==> config.mk <==
export PLATFORM = sky130hd
export DESIGN_NAME = object_trajectory
export DESIGN_NICKNAME = d
export VERILOG_FILES = /design/src/rtl/obj_motion_pkg.sv /design/src/rtl/tick_prescaler.sv /design/src/rtl/object_trajectory.sv
export SDC_FILE = /design/constraint.sdc
export NUM_CORES = 1
export LEC_CHECK = 0
export ABC_AREA = 1
export CAP_MARGIN = 20
export CORE_ASPECT_RATIO = 1.4
export CORE_MARGIN = 4
export CORE_UTILIZATION = 45
export DETAILED_ROUTE_END_ITERATION = 10
export HOLD_SLACK_MARGIN = 0.02
export PLACE_DENSITY = 0.65
export REMOVE_ABC_BUFFERS = 1
export SYNTH_ARGS = -nofsm -noshare
export SYNTH_HDL_FRONTEND = slang
export SYNTH_SLANG_ARGS = --single-unit
==> constraint.sdc <==
create_clock -name clk -period 3.8 [get_ports clk]
set_clock_uncertainty 0.2 [all_clocks]
set_input_delay 0.57 -clock clk [delete_from_list [all_inputs] [get_ports clk]]
set_output_delay 0.57 -clock clk [all_outputs]
set_load 0.005 [all_outputs]
==> src/rtl/obj_motion_pkg.sv <==
// Shared types and helpers for the sprite motion blocks: trajectory state
// encoding, default playfield size and a clamping signed adder.
package obj_motion_pkg;

    typedef enum logic [1:0] {
        IDLE = 2'd0,
        FLY  = 2'd1,
        EXIT = 2'd2
    } traj_state_t;

    localparam int SCREEN_W_DEF = 640;
    localparam int SCREEN_H_DEF = 480;

    // a + b clamped to the range of a w-bit two's complement number
    function automatic int sat_add(input int a, input int b, input int w);
        int hi;
        int lo;
        int s;
        hi = (1 << (w - 1)) - 1;
        lo = -(1 << (w - 1));
        s  = a + b;
        if (s > hi) return hi;
        if (s < lo) return lo;
        return s;
    endfunction

endpackage

==> src/rtl/tick_prescaler.sv <==
// Divides clk down to a one-cycle tick every max(period,1) enabled cycles.
// The count holds while disabled, so a pause resumes mid-interval.
module tick_prescaler #(
    parameter int TICK_W = 32
) (
    input  logic              clk,
    input  logic              rst_n,
    input  logic              enable,
    input  logic              clear,
    input  logic [TICK_W-1:0] period,
    output logic              tick
);

    logic [TICK_W-1:0] cnt_q, cnt_d;
    logic [TICK_W-1:0] last;

    assign last = (period == '0) ? '0 : period - TICK_W'(1);
    assign tick = enable && (cnt_q == last);

    // a live shrink of period below the current count wraps without a tick
    always_comb begin
        cnt_d = cnt_q;
        if (clear) begin
            cnt_d = '0;
        end else if (enable) begin
            if (cnt_q >= last) cnt_d = '0;
            else               cnt_d = cnt_q + TICK_W'(1);
        end
    end

    always_ff @(posedge clk or negedge rst_n) begin
        if (!rst_n) cnt_q <= '0;
        else        cnt_q <= cnt_d;
    end

endmodule

==> src/rtl/object_trajectory.sv <==
// Ballistic sprite mover: launch loads position/velocity, each tick adds the
// velocity (gravity on vy), clamps at the ceiling and pulses done on exit.
module object_trajectory
    import obj_motion_pkg::*;
#(
    parameter int X_W      = 10,
    parameter int Y_W      = 9,
    parameter int V_W      = 8,
    parameter int TICK_W   = 32,
    parameter int SCREEN_W = SCREEN_W_DEF,
    parameter int SCREEN_H = SCREEN_H_DEF,
    parameter int GRAVITY  = 1
) (
    input  logic              clk,
    input  logic              rst_n,
    input  logic              launch,
    input  logic [X_W-1:0]    init_x,
    input  logic [Y_W-1:0]    init_y,
    input  logic [V_W-1:0]    init_vx,
    input  logic [V_W-1:0]    init_vy,
    input  logic [TICK_W-1:0] tick_period,
    input  logic              freeze,
    output logic [X_W-1:0]    posx,
    output logic [Y_W-1:0]    posy,
    output logic              active,
    output logic              busy,
    output logic              done
);

    localparam int XS = X_W + 2;
    localparam int YS = Y_W + 2;

    traj_state_t state_q, state_d;

    logic [X_W-1:0]        posx_q, posx_d;
    logic [Y_W-1:0]        posy_q, posy_d;
    logic signed [V_W-1:0] vx_q, vx_d;
    logic signed [V_W-1:0] vy_q, vy_d;

    logic                  launch_acc;
    logic                  tick;
    logic signed [XS-1:0]  nx;
    logic signed [YS-1:0]  ny;
    logic                  exit_hit;
    logic signed [V_W-1:0] vy_next;

    assign launch_acc = launch && (state_q == IDLE);

    tick_prescaler #(.TICK_W(TICK_W)) u_tick (
        .clk    (clk),
        .rst_n  (rst_n),
        .enable ((state_q == FLY) && !freeze),
        .clear  (launch_acc),
        .period (tick_period),
        .tick   (tick)
    );

    // Two extra bits hold both the sign and the overflow past the playfield
    assign nx       = $signed({2'b00, posx_q}) + XS'(vx_q);
    assign ny       = $signed({2'b00, posy_q}) + YS'(vy_q);
    assign exit_hit = nx[XS-1] || (nx >= XS'(SCREEN_W)) || (ny >= YS'(SCREEN_H));
    assign vy_next  = V_W'(sat_add(int'(vy_q), GRAVITY, V_W));

    always_ff @(posedge clk or negedge rst_n) begin
        if (!rst_n) state_q <= IDLE;
        else        state_q <= state_d;
    end

    always_comb begin
        state_d = state_q;
        case (state_q)
            IDLE:    if (launch_acc) state_d = FLY;
            FLY:     if (tick && exit_hit) state_d = EXIT;
            EXIT:    state_d = IDLE;
            default: state_d = IDLE;
        endcase
    end

    always_comb begin
        active = (state_q == FLY);
        busy   = (state_q != IDLE);
        done   = (state_q == EXIT);
    end

    always_comb begin
        posx_d = posx_q;
        posy_d = posy_q;
        vx_d   = vx_q;
        vy_d   = vy_q;
        if (launch_acc) begin
            posx_d = init_x;
            posy_d = init_y;
            vx_d   = init_vx;
            vy_d   = init_vy;
        end else if (tick && !exit_hit) begin
            posx_d = nx[X_W-1:0];
            // ceiling hit kills upward speed and skips gravity for this tick
            if (ny[YS-1]) begin
                posy_d = '0;
                vy_d   = '0;
            end else begin
                posy_d = ny[Y_W-1:0];
                vy_d   = vy_next;
            end
        end
    end

    always_ff @(posedge clk or negedge rst_n) begin
        if (!rst_n) begin
            posx_q <= '0;
            posy_q <= '0;
            vx_q   <= '0;
            vy_q   <= '0;
        end else begin
            posx_q <= posx_d;
            posy_q <= posy_d;
            vx_q   <= vx_d;
            vy_q   <= vy_d;
        end
    end

    assign posx = posx_q;
    assign posy = posy_q;

endmodule
==> flow_summary.ini, run 1 <==
[status]
outcome = finished clean

[sta]
period_share = 0.944
worstMarginPinSlew_ps = 903
min_period_ps = 3590
slew_violations = 0
setup_viol = 0
hold_violations = 0
max_freq_mhz = 279
slew_headroom = 0.398

[cells_and_area]
fillCellCount = 1473
nNetsFinal = 1395
drive_gt1_frac = 0.167
syn_to_final_growth_pct = 36.7
stdcell_count = 1461
fin_area_sq_um = 9350
antennaDiodeCount = 0

[route]
highest_layer = met4
wl_met2_mm = 10.6
drt_iter0_markers = 500
wirelength_mm = 19.7
met1Wirelength_mm = 7.80
avgRoutedWirePerCell_um = 13.5
dr.pass1.iters = 5
dr_total_vias = 7452
viasPerCell = 5.10
drc_errors = 0
wl_met3_um = 628
drtAntennaViolNets = 0

[power]
power.switching_mw = 1.99
swShare = 0.433
combPwrFrac = 0.522
seqPwrFrac = 0.276
p_leak_nw = 4.75
clkPwrFrac = 0.202
vdd_drop_max_v = 0.000390
power_density_nw_per_um2 = 490
power.internal_mw = 2.60

[placed_design]
place_area_sq_um = 8680
placement.io_buffers = 92
placed_cells = 1435
gp_congestion = 0.893
dp_hpwl_mm = 15.3

[global_route]
grt_max_degree = 70
grt_pass1_vias = 7116
grt_pass1_wl_mm = 32.0
globalRouteOverflowTotal = 0
antenna_found_initial = 0
track_usage = 0.223

[synth]
syn_area_sq_um = 6840
async_reset_ff_frac = 1.00
synth_area_leaders = dfrtp_1, nand2_1, ha_1, inv_1, nand3_1
ys_seq_area_frac = 0.253
synth_most_common_cell = nand2_1
synth_top_cell_area_share = 0.253
synth_seq_cells = 69
synth_flop_cell = dfrtp_1
synthTopCellsByCount = nand2_1, inv_1, nor2_1
synth_top_cell_by_area = dfrtp_1
avgSynthCellArea_sq_um = 6.38
synth_edf_count = 0
ys_types = 37
syn-instance-count = 1072
ys.warnings.count = 0

[clocking]
path_clk_slew_ps = 60
cts_hold_buf = 0
cts.sinks = 69
clk_latency_ps = 330
cts_tree = done
cts_root_buf = clkbuf_16
htreeDepth = 3
numCtsBuffers = 9
clk_path_buf_depth = 2

[critical_path]
worstPathMaxFanout = 6
cp-start-kind = input pin
crit_type = in -> reg
arrival_ps = 3660
worstPathRequired_ps = 3870
cp-end-kind = register

[hold_path]
min_path_type = in -> async

[floorplan]
initial_utilization = 0.456
dieArea_sq_um = 17300
core_area_sq_um = 15000
fp.dieH_um = 154
core.rowCount = 53
dieWidth_um = 112
ios = 93

[job]
cap_violations = 0
[final timing paths]
path	start	endpoint	slack, ps	cells after the start
max	tick_period[4]	posy[5]$_DFFE_PN0P_	210	22
min	rst_n	vx_q[3]$_DFFE_PN0P_	230	2
max reg2reg	vy_q[0]$_DFFE_PN0P_	posy[5]$_DFFE_PN0P_	850	18
min reg2reg	vx_q[6]$_DFFE_PN0P_	vx_q[6]$_DFFE_PN0P_	290	2
max in group asynchronous	rst_n	vy_q[2]$_DFFE_PN0P_	2570	2
min in group clk	vx_q[6]$_DFFE_PN0P_	vx_q[6]$_DFFE_PN0P_	290	2
[layer usage]
layer | vias to the layer above | GRT usage
li1 | 3857 | -
met1 | 3383 | 0.247
met2 | 166 | 0.421
met3 | 46 | 0.0217
met4 | 0 | 0.105
met5 | - | 0
[flip-flops by register name (all words and copies together) (netlist names)]
signal and count:
posx 10, vy_q 8, vx_q 8, u_tick.cnt_q 32
posy 9, state_q 2
[layout make-up]
class	count	area (sq um)	area share
clock buffer	9	225	0.0241
timing repair buffer	199	1810	0.193
clock inverter	7	98.8	0.0106
tap	192	240	0.0257
multi-input combinational	846	4720	0.505
inverter	139	524	0.0561
sequential	69	1730	0.185
[power by group through the flow]
stage	Sequential, mW	Clock, mW	Combinational (mW)
final	1.27	0.925	2.39
after global routing	1.30	0.972	2.75
after CTS	1.26	0.937	2.37
after detailed placement	1.26	0	2.34
after global placement	1.26	0	2.30
after floorplan	1.19	0	1.63
[through the flow]
stage	hold WS (ps)	setup TNS (ps)	setup WS [ps]	power, mW	utilization
floorplan	74.4	0	44.4	2.82	-
global placement	268	-26950	-496	3.56	0.579
detailed placement	270	-32350	-610	3.61	0.579
CTS	283	0	0.434	4.56	0.606
global route	305	-1240	-66.8	5.03	0.624
finish	234	0	211	4.58	0.624
[repair_timing]
| action | 4_1_cts | 5_1_grt |
|---|---|---|
| endpoints found under the hold margin | 0 | 0 |
| setup endpoints to repair | 57 | 61 |
| pin swaps | 4 | 40 |
| resized for setup | 19 | 78 |
| buffers inserted | 4 | 5 |
| cloned | 0 | 2 |
[placed cells by master, fill, tap and decap left out, types with 4 or more instances in the layout]
| cell type | count |
|---|---|
| clkdlybuf4s50_1 | 74 |
| ha_1 | 55 |
| xor2_1 | 40 |
| xnor2_1 | 7 |
| inv_2 | 7 |
| nor2_2 | 14 |
| inv_1 | 130 |
| dfrtp_1 | 69 |
| buf_4 | 99 |
| nor2_1 | 81 |
| nand2_1 | 347 |
| buf_12 | 4 |
| clkbuf_2 | 5 |
| clkbuf_16 | 11 |
| dlymetal6s2s_1 | 10 |
| nor3_2 | 5 |
| a21oi_1 | 27 |
| nand3_1 | 83 |
| or2_2 | 13 |
| nor3_1 | 31 |
| nor2_4 | 11 |
| nand4_1 | 27 |
| o21ai_0 | 33 |
| nand2_2 | 12 |
| nand3b_1 | 5 |
| o22ai_1 | 23 |
[cells by family (layout without fill, tap and decap cells)]
| group | Yosys count | after routing | share of synthesized area |
|---|---|---|---|
| DFF | 69 | 69 | 0.253 |
| xor gates and xnor gates | 47 | 47 | 0.0602 |
| and+or+nand+nor | 643 | 643 | 0.407 |
| AOI/OAI and AO/OA | 96 | 96 | 0.0787 |
| adders and majority gates | 60 | 60 | 0.112 |
| buffers and inverters | 157 | 354 | 0.0895 |
[worst max-delay path, stage by stage]
cell,delay [ps]
dlymetal6s2s_1,150
nor3_2,240
nand3_2,130
nor3_4,220
nand2_2,120
nor2_4,140
inv_2,50
nor2_4,120
a21oi_1,60
nand3b_1,210
ha_4,310
nand2_1,80
nor2_4,110
nand4_1,140
nor2_2,190
nand2_2,100
nor2_4,150
nand3_4,140
nand2_8,160
clkbuf_16,160
nand2_1,50
nand2_1,50
Note: power is estimated with default switching activity, not from simulation.
==> run 2: changes to the inputs <==
--- a/config.mk
+++ b/config.mk
@@ -12,8 +12,9 @@
 export CORE_UTILIZATION = 45
 export DETAILED_ROUTE_END_ITERATION = 10
 export HOLD_SLACK_MARGIN = 0.02
-export PLACE_DENSITY = 0.65
+export PLACE_DENSITY = 0.64
 export REMOVE_ABC_BUFFERS = 1
 export SYNTH_ARGS = -nofsm -noshare
 export SYNTH_HDL_FRONTEND = slang
+export SYNTH_HIERARCHICAL = 1
 export SYNTH_SLANG_ARGS = --single-unit
==> run 2 against run 1 <==
Setup slack improved by 68 ps; largest cell class unchanged; worst hold slack lost 90 ps; maximum frequency rose by 1.9%; via count increased by 6.0%; non-clock buffer count decreased by 20; critical path depth is 4 lower; clock power fell by 4.0%; sequential share of layout area down 0.16 points.
==> flow_summary.ini, run 2 <==
[status]
outcome = finished clean

[synth]
synth-xor-area-share = 0.0428
synth_top_family_by_area = simple AND/OR/NAND/NOR gates
synth_seq_cells = 69
synth_most_common_cell = nand2_1
synth_top_cell_by_area = nand2_1
synth_top_cell_area_share = 0.237
synth_compound_area_frac = 0.0470
synth_mux_area_frac = 0
ys_seq_area_frac = 0.234
yosys.area_share.simple = 0.499
synth_edf_count = 0
syn-instance-count = 1196
syn_area_sq_um = 7370
synth_fa_ha_area_frac = 0.105
ys_types = 38
synth_flop_cell = dfrtp_1
async_reset_ff_frac = 1.00
synth_area_leaders = nand2_1, dfrtp_1, ha_1, nand3_1, nor2_1
ys.warnings.count = 6
synthTopCellsByCount = nand2_1, nor2_1, nand3_1
avgSynthCellArea_sq_um = 6.16

[sta]
worstMarginPinSlew_ps = 1050
period_share = 0.927
slew_violations = 0
hold_violations = 0
tns_ps = 0
max_freq_mhz = 284
rsz0062_at_grt = no
slew_headroom = 0.299
min_period_ps = 3520
setup_viol = 0

[clocking]
cts_tree = done
cts_root_buf = clkbuf_16
path_clk_slew_ps = 60
htreeDepth = 3
post_cts_resized = 0
cts_hold_buf = 0
clk_latency_ps = 340
cts.sinks = 69
postCtsSetupBuffers = 0
numCtsBuffers = 9
clk_path_buf_depth = 2

[critical_path]
worstPathRequired_ps = 3820
arrival_ps = 3540
ff2ff_path_depth = 18
cp-end-kind = register
worstPathMaxFanout = 10
crit_type = in -> reg
cp-start-kind = input pin

[job]
cap_violations = 0

[power]
power_density_nw_per_um2 = 464
fin_total_pwr_mw = 4.38
p_leak_nw = 4.71
vdd_drop_max_v = 0.000312

[cells_and_area]
largest-register = u_tick/cnt_q
mostFrequentLayoutCells = nand2_1, nor2_1, nand3_1, inv_1, clkdlybuf4s50_1
largest_reg_flops = 32
nNetsFinal = 1492
drive_gt1_frac = 0.127
final_util = 0.586
syn_to_final_growth_pct = 27.9
antennaDiodeCount = 0
fin_area_sq_um = 9430
layout_commonest_cell = nand2_1

[global_route]
antenna_found_initial = 0
track_usage = 0.236
grt_pass1_vias = 7738
grt_max_degree = 70
grt_pass1_wl_mm = 35.4
globalRouteOverflowTotal = 0

[placed_design]
placement.io_buffers = 92
dp_hpwl_mm = 17.0
gp_congestion = 0.903
place_area_sq_um = 9100

[floorplan]
core_area_sq_um = 16100
dieArea_sq_um = 18500
core.rowCount = 55
initial_utilization = 0.458
dieWidth_um = 116
fp.dieH_um = 159
ios = 93

[route]
viasPerCell = 5.05
drt_iter0_markers = 444
dr.pass1.iters = 5
drc_errors = 0
dr_total_vias = 7898
avgRoutedWirePerCell_um = 13.7
drtAntennaViolNets = 0
wirelength_mm = 21.4

[hold_path]
min_path_type = in -> async
-- run 2: final timing paths --
check	from	endpoint	slack, ps
setup / recovery	tick_period[17]	posx[9]$_DFFE_PN0P_	280
hold / removal	rst_n	vx_q[5]$_DFFE_PN0P_	140
setup reg to reg	vy_q[0]$_DFFE_PN0P_	posx[9]$_DFFE_PN0P_	950
hold reg to reg	vx_q[2]$_DFFE_PN0P_	vx_q[2]$_DFFE_PN0P_	280
max in group asynchronous	rst_n	vy_q[3]$_DFFE_PN0P_	2640
min in group clk	vx_q[2]$_DFFE_PN0P_	vx_q[2]$_DFFE_PN0P_	280
-- run 2: through the flow --
stage               hold WS, ps  setup slack [ps]  cells
global placement            269              -198   1549
floorplan                  74.4              -138   1171
detailed placement          270              -244   1549
CTS                         202              76.4   1565
finish                      144               279   1565
global route                253              19.9   1565
-- run 2: cells by family after synthesis --
kind of cell             count (synthesis)
flip-flops                              69
buffers and inverters                  131
adder cells (fa/ha/maj)                 61
AO/OA/AOI/OAI                           65
XOR/XNOR                                36
AND/OR/NAND/NOR                        834
-- run 2: final cells by class --
cell class	count	area, sq um
clock buffers	11	253
clock inverters	5	58.8
fillers	1652	6670
inverters	106	398
multi-input cells	996	5130
flip-flops and latches	69	1730
well taps	199	249
repair buffers	179	1610
-- run 2: routing by layer --
layer  track usage  share of wire
met3        0.0205          0.034
met1         0.247           0.38
met5             0              0
met2         0.446           0.53
met4         0.137          0.060
-- run 2: report_power, final --
group          switching (mW)  internal [mW]
sequential              0.291          0.943
clock                   0.344          0.544
combinational            1.26          0.996
total                    1.89           2.48
-- run 2: critical path: stages --
cell	delay [ps]
clkdlybuf4s50_1	440
nor2_1	200
nand2_1	130
nor2_1	260
nand3_1	170
xor2_1	170
or2_1	210
ha_1	270
nand2_1	60
nor2_1	110
nand2_1	70
nor2_2	150
nand2_2	110
nor2_4	120
nand4_4	130
buf_4	210
nand3_1	90
nand2_1	70
==> run 3: changes to the inputs <==
==> constraint.sdc (replaced) <==
create_clock -name clk -period 3.8 [get_ports clk]
set_clock_uncertainty 0.2 [all_clocks]
set_input_delay 0.38 -clock clk [delete_from_list [all_inputs] [get_ports clk]]
set_output_delay 0.38 -clock clk [all_outputs]
set_load 0.005 [all_outputs]
==> run 3 against run 2 <==
Non-clock buffer count down 45; critical path depth up 2; clock-buffer cell count up 1; wire length down 1.1%; via count down 2.1%; die area unchanged; global-route usage up 0.13 points; clock power up 4.5%; sequential share of layout area up 0.60 points; largest power group unchanged.
==> flow_summary.ini, run 3 (synthesized netlist as in run 2, its figures left out) <==
[status]
outcome = finished clean

[floorplan]
ios = 93
core_area_sq_um = 16100
core.rowCount = 55
fp.dieH_um = 159
dieArea_sq_um = 18500
dieWidth_um = 116
initial_utilization = 0.458

[cells_and_area]
final_util = 0.567
largest-register = u_tick/cnt_q
syn_to_final_growth_pct = 23.9
layout_commonest_cell = nand2_1
fin_area_sq_um = 9130
nNetsFinal = 1447
mostFrequentLayoutCells = nand2_1, nor2_1, nand3_1, inv_1, clkdlybuf4s50_1
largest_reg_flops = 32
antennaDiodeCount = 0
drive_gt1_frac = 0.0946

[critical_path]
regToRegSetupSlack_ps = 940
cp-start-kind = input pin
arrival_ps = 3520
r2r-end = posx[6]$_DFFE_PN0P_
worstPathRequired_ps = 3870
cp-end-kind = register
r2r_start = vy_q[0]$_DFFE_PN0P_
crit_type = in -> reg
worst_path_most_repeated_cell = nand2_1
cpPeakStageDelay_ps = 460
path_cells = clkdlybuf4s50_1 > nor2_1 > nand2_1 > nor2_1 > buf_4 > nand2_1 > o21ai_1 > nand3_1 > ha_1 > nand2_1 > nor2_1 > nand2_1 > nor2_1 > nand2_1 > nor2_2 > nand4_4 > nand2_4 > buf_12 > nand2_1 > nand2_1
worst_path_max_delay_cell = clkdlybuf4s50_1
worstPathMaxFanout = 10
ff2ff_path_depth = 18

[route]
drc_errors = 0
viasPerCell = 5.09
dr.pass1.iters = 5
wirelength_mm = 21.2
avgRoutedWirePerCell_um = 13.9
drtAntennaViolNets = 0
drt_iter0_markers = 342
dr_total_vias = 7732

[power]
power.internal_mw = 2.53
power.switching_mw = 1.87
combPwrFrac = 0.508
seqPwrFrac = 0.281
clkPwrFrac = 0.211
vdd_drop_max_v = 0.000309
swShare = 0.425
power_density_nw_per_um2 = 482
p_leak_nw = 4.51

[placed_design]
placement.io_buffers = 92
place_area_sq_um = 8790
gp_congestion = 0.941
dp_hpwl_mm = 17.0

[sta]
slew_headroom = 0.301
max_freq_mhz = 290
period_share = 0.908
slew_violations = 0
setup_viol = 0
rsz0062_at_grt = no
hold_violations = 0
min_period_ps = 3450
worstMarginPinSlew_ps = 1050

[clocking]
numCtsBuffers = 9
cts.sinks = 69
clk_latency_ps = 330
clk_path_buf_depth = 2
cts_tree = done
cts_root_buf = clkbuf_16
path_clk_slew_ps = 60
htreeDepth = 3

[global_route]
grt_max_degree = 70
track_usage = 0.238
antenna_found_initial = 0
grt_pass1_vias = 7876
grt_pass1_wl_mm = 35.8
globalRouteOverflowTotal = 0

[job]
cap_violations = 0

[hold_path]
min_path_type = reg -> reg
min_to = vx_q[0]$_DFFE_PN0P_
min-delay-start = vx_q[0]$_DFFE_PN0P_
worstHoldPathCells = 2
## run 3: cell count changes in the layout (fill, tap and decap cells not counted), sizes merged
cell	delta
buf	-46
clkinvlp	-2
bufinv	+1
clkbuf	+1
dlygate4sd3	+1
## run 3: cell type report
type | count | area [sq um]
Clock buffer | 12 | 256
Clock inverter | 4 | 70.1
Fill cell | 1640 | 6970
Inverter | 106 | 398
Multi-Input combinational cell | 996 | 5120
Sequential cell | 69 | 1730
Tap cell | 199 | 249
Timing Repair Buffer | 134 | 1310
## run 3: power groups by stage
stage | Clock [mW] | Sequential [mW] | Combinational, mW
floorplan | 0 | 1.17 | 1.58
global placement | 0 | 1.24 | 2.21
detailed placement | 0 | 1.25 | 2.24
CTS | 0.949 | 1.24 | 2.26
global route | 0.979 | 1.28 | 2.61
finish | 0.928 | 1.23 | 2.24
## run 3: critical path: cells and delay by family
| family | cells | cell delay (ps) |
|---|---|---|
| and+or+nand+nor | 15 | 1820 |
| buffers and inverters | 3 | 750 |
| adders and majority gates | 1 | 320 |
| AOI/OAI and AO/OA | 1 | 220 |
## run 3: timing repair
item                       in CTS  in global routing
hold buffers                    1                  0
setup buffers                   0                  0
setup endpoints to repair       0                 27
resized for setup               0                  2
hold endpoints to repair        9                  0
## run 3: metal layers
layer / global-route usage / vias to the layer above / share of wire
li1: - / 4038 / -
met4: 0.128 / 0 / 0.057
met2: 0.448 / 178 / 0.53
met3: 0.0278 / 61 / 0.037
met5: 0 / - / 0
met1: 0.248 / 3455 / 0.38
## run 3: how the worst max path moves through the flow
stage | from | endpoint | cells after the start
6_report | tick_period[19] | posx[6]$_DFFE_PN0P_ | 20
5_1_grt | tick_period[1] | posx[6]$_DFFE_PN0P_ | 22
4_1_cts | tick_period[19] | posy[0]$_DFFE_PN0P_ | 19
3_5_place_dp | tick_period[19] | posy[0]$_DFFE_PN0P_ | 19
3_3_place_gp | tick_period[19] | posy[0]$_DFFE_PN0P_ | 19
2_1_floorplan | state_q[0]$_DFFE_PN0P_ | u_tick/cnt_q[0]$_DFFE_PN0P_ | 6
## run 3: through the flow
step	setup slack, ps	total power [mW]	hold WS [ps]	std cells	TNS, ps
5_1_grt	19.5	4.86	314	1520	0
3_5_place_dp	-230	3.49	271	1503	-7660
2_1_floorplan	33.6	2.75	-116	1171	0
3_3_place_gp	-209	3.46	270	1503	-7030
6_report	351	4.40	286	1520	0
4_1_cts	119	4.44	288	1520	0
